==> src/rtl/sha256_iter_core_pkg.sv <==
// Shared SHA-256 constants, working-state payload and round functions for the
// iterative compression core.
package sha256_iter_core_pkg;

    localparam int unsigned WORD_W = 32;
    localparam int unsigned MSG_W  = 512;
    localparam int unsigned HASH_W = 256;
    localparam int unsigned ROUNDS = 64;
    localparam int unsigned CNT_W  = 6;

    typedef logic [WORD_W-1:0] word_t;

    // Working variables a..h; a occupies the most significant word.
    typedef struct packed {
        word_t a;
        word_t b;
        word_t c;
        word_t d;
        word_t e;
        word_t f;
        word_t g;
        word_t h;
    } work_t;

    typedef enum logic [1:0] {
        ST_IDLE,
        ST_ROUND,
        ST_FINAL,
        ST_DONE
    } state_t;

    localparam work_t IV = work_t'(256'h6a09e667_bb67ae85_3c6ef372_a54ff53a_510e527f_9b05688c_1f83d9ab_5be0cd19);

    localparam word_t K [ROUNDS] = '{
        32'h428a2f98, 32'h71374491, 32'hb5c0fbcf, 32'he9b5dba5, 32'h3956c25b, 32'h59f111f1, 32'h923f82a4, 32'hab1c5ed5,
        32'hd807aa98, 32'h12835b01, 32'h243185be, 32'h550c7dc3, 32'h72be5d74, 32'h80deb1fe, 32'h9bdc06a7, 32'hc19bf174,
        32'he49b69c1, 32'hefbe4786, 32'h0fc19dc6, 32'h240ca1cc, 32'h2de92c6f, 32'h4a7484aa, 32'h5cb0a9dc, 32'h76f988da,
        32'h983e5152, 32'ha831c66d, 32'hb00327c8, 32'hbf597fc7, 32'hc6e00bf3, 32'hd5a79147, 32'h06ca6351, 32'h14292967,
        32'h27b70a85, 32'h2e1b2138, 32'h4d2c6dfc, 32'h53380d13, 32'h650a7354, 32'h766a0abb, 32'h81c2c92e, 32'h92722c85,
        32'ha2bfe8a1, 32'ha81a664b, 32'hc24b8b70, 32'hc76c51a3, 32'hd192e819, 32'hd6990624, 32'hf40e3585, 32'h106aa070,
        32'h19a4c116, 32'h1e376c08, 32'h2748774c, 32'h34b0bcb5, 32'h391c0cb3, 32'h4ed8aa4a, 32'h5b9cca4f, 32'h682e6ff3,
        32'h748f82ee, 32'h78a5636f, 32'h84c87814, 32'h8cc70208, 32'h90befffa, 32'ha4506ceb, 32'hbef9a3f7, 32'hc67178f2
    };

    function automatic word_t rotr(input word_t x, input int unsigned n);
        return (x >> n) | (x << (WORD_W - n));
    endfunction

    function automatic word_t bsig0(input word_t x);
        return rotr(x, 2) ^ rotr(x, 13) ^ rotr(x, 22);
    endfunction

    function automatic word_t bsig1(input word_t x);
        return rotr(x, 6) ^ rotr(x, 11) ^ rotr(x, 25);
    endfunction

    function automatic word_t ssig0(input word_t x);
        return rotr(x, 7) ^ rotr(x, 18) ^ (x >> 3);
    endfunction

    function automatic word_t ssig1(input word_t x);
        return rotr(x, 17) ^ rotr(x, 19) ^ (x >> 10);
    endfunction

    function automatic word_t ch(input word_t x, input word_t y, input word_t z);
        return (x & y) ^ (~x & z);
    endfunction

    function automatic word_t maj(input word_t x, input word_t y, input word_t z);
        return (x & y) ^ (x & z) ^ (y & z);
    endfunction

    // Word-wise modular sum used for the chaining-value feed-forward.
    function automatic work_t add_work(input work_t x, input work_t y);
        return '{a: x.a + y.a, b: x.b + y.b, c: x.c + y.c, d: x.d + y.d,
                 e: x.e + y.e, f: x.f + y.f, g: x.g + y.g, h: x.h + y.h};
    endfunction

endpackage

==> src/rtl/sha256_round_comb.sv <==
// One combinational SHA-256 compression round: {a..h, K, W} -> next {a..h}.
module sha256_round_comb
    import sha256_iter_core_pkg::*;
(
    input  work_t cur,
    input  word_t k,
    input  word_t w,
    output work_t nxt_c
);

    word_t t1_c;
    word_t t2_c;

    always_comb begin
        t1_c  = cur.h + bsig1(cur.e) + ch(cur.e, cur.f, cur.g) + k + w;
        t2_c  = bsig0(cur.a) + maj(cur.a, cur.b, cur.c);
        nxt_c = '{a: t1_c + t2_c, b: cur.a, c: cur.b, d: cur.c,
                  e: cur.d + t1_c, f: cur.e, g: cur.f, h: cur.g};
    end

endmodule

==> src/rtl/sha256_iter_core.sv <==
// Iterative SHA-256 compression core, UNROLL rounds per clock, with optional
// second pass (sha256d) reusing the same round chain.
module sha256_iter_core
    import sha256_iter_core_pkg::*;
#(
    parameter int unsigned UNROLL    = 1,
    parameter int unsigned TAG_W     = 32,
    parameter bit          DOUBLE_EN = 1'b1
) (
    input  logic              clk,
    input  logic              reset,
    input  logic              in_valid,
    output logic              in_ready,
    input  logic [MSG_W-1:0]  in_msg,
    input  logic [HASH_W-1:0] in_h,
    input  logic [TAG_W-1:0]  in_tag,
    input  logic              in_double,
    output logic              out_valid,
    input  logic              out_ready,
    output logic [HASH_W-1:0] out_h,
    output logic [TAG_W-1:0]  out_tag
);

    localparam int unsigned EXT_N = 16 + UNROLL;

    if (!(UNROLL == 1 || UNROLL == 2 || UNROLL == 4 || UNROLL == 8)) begin : g_bad_unroll
        $error("sha256_iter_core: UNROLL must be 1, 2, 4 or 8");
    end

    state_t           state;
    state_t           state_nxt;
    work_t            work;
    work_t            h_chain;
    word_t            w_win [16];
    logic [CNT_W-1:0] cnt;
    logic             dbl_pend;
    logic [TAG_W-1:0] tag_q;

    word_t            ext_c [EXT_N];
    work_t            stage_c [UNROLL];
    work_t            digest_c;
    logic             last_round_c;

    // Window W[t..t+15] extended by UNROLL fresh words; new words chain within the cycle.
    always_comb begin
        for (int i = 0; i < 16; i++) begin
            ext_c[i] = w_win[i];
        end
        for (int j = 0; j < int'(UNROLL); j++) begin
            ext_c[16+j] = ssig1(ext_c[14+j]) + ext_c[9+j] + ssig0(ext_c[1+j]) + ext_c[j];
        end
    end

    for (genvar r = 0; r < int'(UNROLL); r++) begin : g_round
        if (r == 0) begin : g_first
            sha256_round_comb u_round (
                .cur   (work),
                .k     (K[cnt]),
                .w     (ext_c[0]),
                .nxt_c (stage_c[0])
            );
        end else begin : g_next
            sha256_round_comb u_round (
                .cur   (stage_c[r-1]),
                .k     (K[cnt + CNT_W'(r)]),
                .w     (ext_c[r]),
                .nxt_c (stage_c[r])
            );
        end
    end

    assign last_round_c = (cnt == CNT_W'(ROUNDS - UNROLL));
    assign digest_c     = add_work(h_chain, work);

    always_comb begin
        state_nxt = state;
        unique case (state)
            ST_IDLE:  if (in_valid) state_nxt = ST_ROUND;
            ST_ROUND: if (last_round_c) state_nxt = ST_FINAL;
            ST_FINAL: state_nxt = dbl_pend ? ST_ROUND : ST_DONE;
            ST_DONE:  if (out_ready) state_nxt = ST_IDLE;
            default:  state_nxt = ST_IDLE;
        endcase
    end

    always_ff @(posedge clk or posedge reset) begin
        if (reset) begin
            state     <= ST_IDLE;
            in_ready  <= 1'b1;
            out_valid <= 1'b0;
        end else begin
            state     <= state_nxt;
            in_ready  <= (state_nxt == ST_IDLE);
            out_valid <= (state_nxt == ST_DONE);
        end
    end

    // Datapath: job capture, round iteration, feed-forward and second-pass reload.
    always_ff @(posedge clk or posedge reset) begin
        if (reset) begin
            work     <= '0;
            h_chain  <= '0;
            cnt      <= '0;
            dbl_pend <= 1'b0;
            tag_q    <= '0;
            out_h    <= '0;
            out_tag  <= '0;
            for (int i = 0; i < 16; i++) begin
                w_win[i] <= '0;
            end
        end else begin
            unique case (state)
                ST_IDLE: begin
                    if (in_valid) begin
                        work     <= work_t'(in_h);
                        h_chain  <= work_t'(in_h);
                        tag_q    <= in_tag;
                        dbl_pend <= DOUBLE_EN && in_double;
                        cnt      <= '0;
                        for (int i = 0; i < 16; i++) begin
                            w_win[i] <= in_msg[MSG_W-1-WORD_W*i -: WORD_W];
                        end
                    end
                end
                ST_ROUND: begin
                    work <= stage_c[UNROLL-1];
                    cnt  <= cnt + CNT_W'(UNROLL);
                    for (int i = 0; i < 16; i++) begin
                        w_win[i] <= ext_c[int'(UNROLL)+i];
                    end
                end
                ST_FINAL: begin
                    if (dbl_pend) begin
                        work     <= IV;
                        h_chain  <= IV;
                        cnt      <= '0;
                        dbl_pend <= 1'b0;
                        for (int i = 0; i < 8; i++) begin
                            w_win[i] <= digest_c[HASH_W-1-WORD_W*i -: WORD_W];
                        end
                        w_win[8] <= 32'h8000_0000;
                        for (int i = 9; i < 15; i++) begin
                            w_win[i] <= '0;
                        end
                        w_win[15] <= 32'h0000_0100;
                    end else begin
                        out_h   <= digest_c;
                        out_tag <= tag_q;
                    end
                end
                default: begin
                end
            endcase
        end
    end

endmodule

==> config.mk <==
export PLATFORM = sky130hd
export DESIGN_NAME = sha256_iter_core
export DESIGN_NICKNAME = d
export VERILOG_FILES = /design/src/rtl/sha256_iter_core_pkg.sv /design/src/rtl/sha256_round_comb.sv /design/src/rtl/sha256_iter_core.sv
export SDC_FILE = /design/constraint.sdc
export NUM_CORES = 2
export LEC_CHECK = 0
export CORE_AREA = 2 2 428 430
export DETAILED_ROUTE_END_ITERATION = 8
export DIE_AREA = 0 0 430 432
export PLACE_DENSITY = 0.71
export SLEW_MARGIN = 20
export SYNTH_ARGS = -nofsm -noshare
export SYNTH_HDL_FRONTEND = slang
export SYNTH_HIERARCHICAL = 1
export SYNTH_SLANG_ARGS = --single-unit
==> constraint.sdc <==
create_clock -name clk -period 73.8 [get_ports clk]
set_clock_uncertainty 0.1 [all_clocks]
set_input_delay 18.45 -clock clk [delete_from_list [all_inputs] [get_ports clk]]
set_output_delay 18.45 -clock clk [all_outputs]
set_load 0.02 [all_outputs]
==> impl_metrics.csv <==
group,metric,value,unit
critical_path,critPathLaunchType,"primary input",
logic_synthesis,synth_top_area_cell,"dfrtp_1",
logic_synthesis,syn_area,87890,um2
logic_synthesis,synthDistinctLibCells,101,
critical_path,worst-path-buf-inv,9,
cts,hold_buffers,0,
sta,drv_slew,0,
detailed_routing,drc,0,
floorplanning,die_x,430,um
finish,multi_input_area,48270,um2
logic_synthesis,synthCells,10010,
floorplanning,ioPinCount,1095,
critical_path,critPathMostFrequentCell,"buf_4",
logic_synthesis,seq_area_frac_synth,38.58,%
grt,grt_max_degree,227,
logic_synthesis,yosysWarnings,6,
critical_path,r2r_end,"work[254]",
critical_path,rr_worst_depth,37,
critical_path,rr_startpoint,"cnt[0]",
critical_path,cp_cell_sequence,"clkdlybuf4s50_1, inv_8, buf_4, buf_4, buf_4, buf_4, buf_4, buf_4, buf_4",
placed_design,io_buffers,1094,
cts,cts.sinks,1355,
sta,max_freq,0.04026,GHz
run_status,status,"finished clean",
logic_synthesis,ys_async_sr_fraction,100.0,%
sta,hold_viol,0,
logic_synthesis,ys_ff_latch,1355,
grt,grt_pass1_wl,619600,um
floorplanning,die_area,185800,um2
critical_path,cp-end-kind,"asynchronous set/reset pin",
grt,grt_usage,47.04,%
logic_synthesis,synth_top_area_share,38.55,%
cts,ctsResizeCount,0,
cts,cts_buffers,154,
critical_path,endpoint,"out_h[176]",
grt,first_global_vias,80410,
cts,tritoncts,"done",
logic_synthesis,synthTopCellsByArea,"dfrtp_1 39%, ha_1 5.6%, nor2_1 5.1%",
finish,syn2layout_area_growth,18.48,%
cts,htree_levels,4,
sta,maxSlewHeadroom,6.478,%
placed_design,dpl.hpwl,345500,um
critical_path,required,74.53,ns
critical_path,cp-startpoint,"reset",
critical_path,worst-path-max-fanout,110,
logic_synthesis,synth_most_common_cell,"dfrtp_1",
floorplanning,rows,157,
detailed_routing,drtIter0Drc,13000,
grt,grt.overflow.total,0,
logic_synthesis,synth_edf_count,0,
sta,fin_setup_tns,0,ns
critical_path,reg2reg_slack,61.87,ns
hold_path,hold_path_class,"reg -> reg",
logic_synthesis,avgSynthCellArea,8.779,um2
detailed_routing,dr_total_vias,86180,
job,cap_violations,0,
logic_synthesis,synth_ff_type,"dfrtp_1",
cts,clkLatencyLatePin,0.88,ns
sta,tightest_slew,1.393,ns
cts,cts_buffer_depth,3,
floorplanning,coreArea,181700,um2
critical_path,cp_top_family,"buffers and inverters",
sta,period_share,33.66,%
finish,post-route-util,57.31,%
grt,grt_antenna_before_repair,73,
cts,cts_setup_buffers,0,
cts,clk_pin_slew,0.05,ns
critical_path,arrival,25.57,ns
sta,post-route-min-period,24.84,ns
placed_design,place.gp.congestion,1.053,
detailed_routing,firstDrtPassIters,8,
critical_path,crit_cells,9,
detailed_routing,vias_per_cell,6.612,
sta,rsz0062_at_grt,"false",
finish,fillerInstances,16280,
finish,register_area,33920,um2
floorplanning,die_y,432,um
detailed_routing,routedWlPerCell,34.36,um
finish,drive_gt1_share,4.652,%
critical_path,path_class,"in -> async",
detailed_routing,ant_nets,0,
finish,nets,11880,
detailed_routing,postRouteWirelength,447800,um
sta,setup_violations,0,
critical_path,crit_slowest_cell,"buf_4",
logic_synthesis,synth_common_cells,"1354 x dfrtp_1, 1204 x nor2_1, 1135 x nand2_1",
critical_path,max_stage_delay,0.90,ns
floorplanning,initial_utilization,48.37,%
cts,cts_root_buffer,"clkbuf_16",
logic_synthesis,synth_nets,11410,
-- stage by stage --
stage / setup WS [ns] / instance area (um2) / cells / hold WS [ns]
floorplan: 17.05 / 87890 / 10010 / 0.3331
global placement: 48.06 / 98840 / 12710 / 0.3390
detailed placement: 47.93 / 98840 / 12710 / 0.3440
CTS: 48.81 / 103900 / 12980 / 0.3589
global route: 48.07 / 104100 / 13020 / 0.3809
finish: 48.96 / 104100 / 13030 / 0.3594
-- worst register-to-register path: cells and delay by family (launching register included) --
kind | cells | cell delay (ns)
flops | 1 | 0.34
fa+ha+maj | 8 | 4.20
compound gates | 14 | 3.58
simple gates | 7 | 1.56
buf+inv | 6 | 1.55
xor+xnor | 2 | 0.51
-- routing by layer --
layer / global-route usage (%) / up-vias / part of all wire, %
li1: - / 36180 / -
met1: 63.89 / 42510 / 39
met2: 64.80 / 6172 / 40
met3: 12.72 / 1283 / 12
met4: 32.89 / 26 / 8.6
met5: 0 / - / 0.036
-- cell usage in the layout, fill, tap and decap left out, types with 30 or more instances in the layout --
cell and instances:
a21o_1 207, a22o_1 129, o211ai_1 129, mux2_2 47
nor2_1 1201, buf_4 114, inv_1 442, nand3_1 85
o21bai_1 59, nand2b_1 45, a31oi_1 57, o22a_1 136
clkdlybuf4s50_1 1094, nand2_1 1132, dfrtp_1 1351, a21oi_1 765
and3_1 64, o21ai_0 648, or3_1 30, o22ai_1 60
a211oi_1 67, o31ai_1 60, diode_2 51, fa_1 195
nor2b_1 41, ha_1 390, xor2_1 227, o21ai_1 34
xnor2_1 372, nand4_1 36, nor3_1 187, o21a_1 68
clkbuf_16 160, a221oi_1 486
-- flip-flops by register name (all words and copies together) (netlist names) --
signal     count
tag_q         32
in_ready       1
state          2
ext_c        512
h_chain      256
out_h        256
work         256
out_tag       32
cnt            6
dbl_pend       1
out_valid      1
-- cell families after synthesis --
| logic type | after synthesis | share of synthesized area (%) |
|---|---|---|
| fa+ha+maj | 591 | 10.07 |
| mux | 83 | 1.112 |
| flops | 1355 | 38.58 |
| simple gates | 2915 | 13.76 |
| compound gates | 3116 | 23.87 |
| xor+xnor | 599 | 5.969 |
| buf+inv | 1353 | 6.642 |
-- layout make-up --
type                            count  area share (%)
Antenna cell                       51          0.1225
Clock buffer                      213           4.266
Clock inverter                     54          0.6236
Inverter                          449           1.635
Multi-Input combinational cell   7304           46.35
Sequential cell                  1355           32.57
Tap cell                         2385           2.865
Timing Repair Buffer             1223           11.57
-- how the worst min path moves through the flow --
stage,start,endpoint,cells past startpoint
floorplan,tag_q[0],out_tag[0],2
global placement,tag_q[6],out_tag[6],2
detailed placement,tag_q[2],out_tag[2],2
CTS,tag_q[2],out_tag[2],2
global route,tag_q[9],out_tag[9],2
finish,tag_q[2],out_tag[2],2
Power is left out: the tool's default activity adds up to more than one toggle a clock period on the data nets, which glitch-free logic cannot reach.
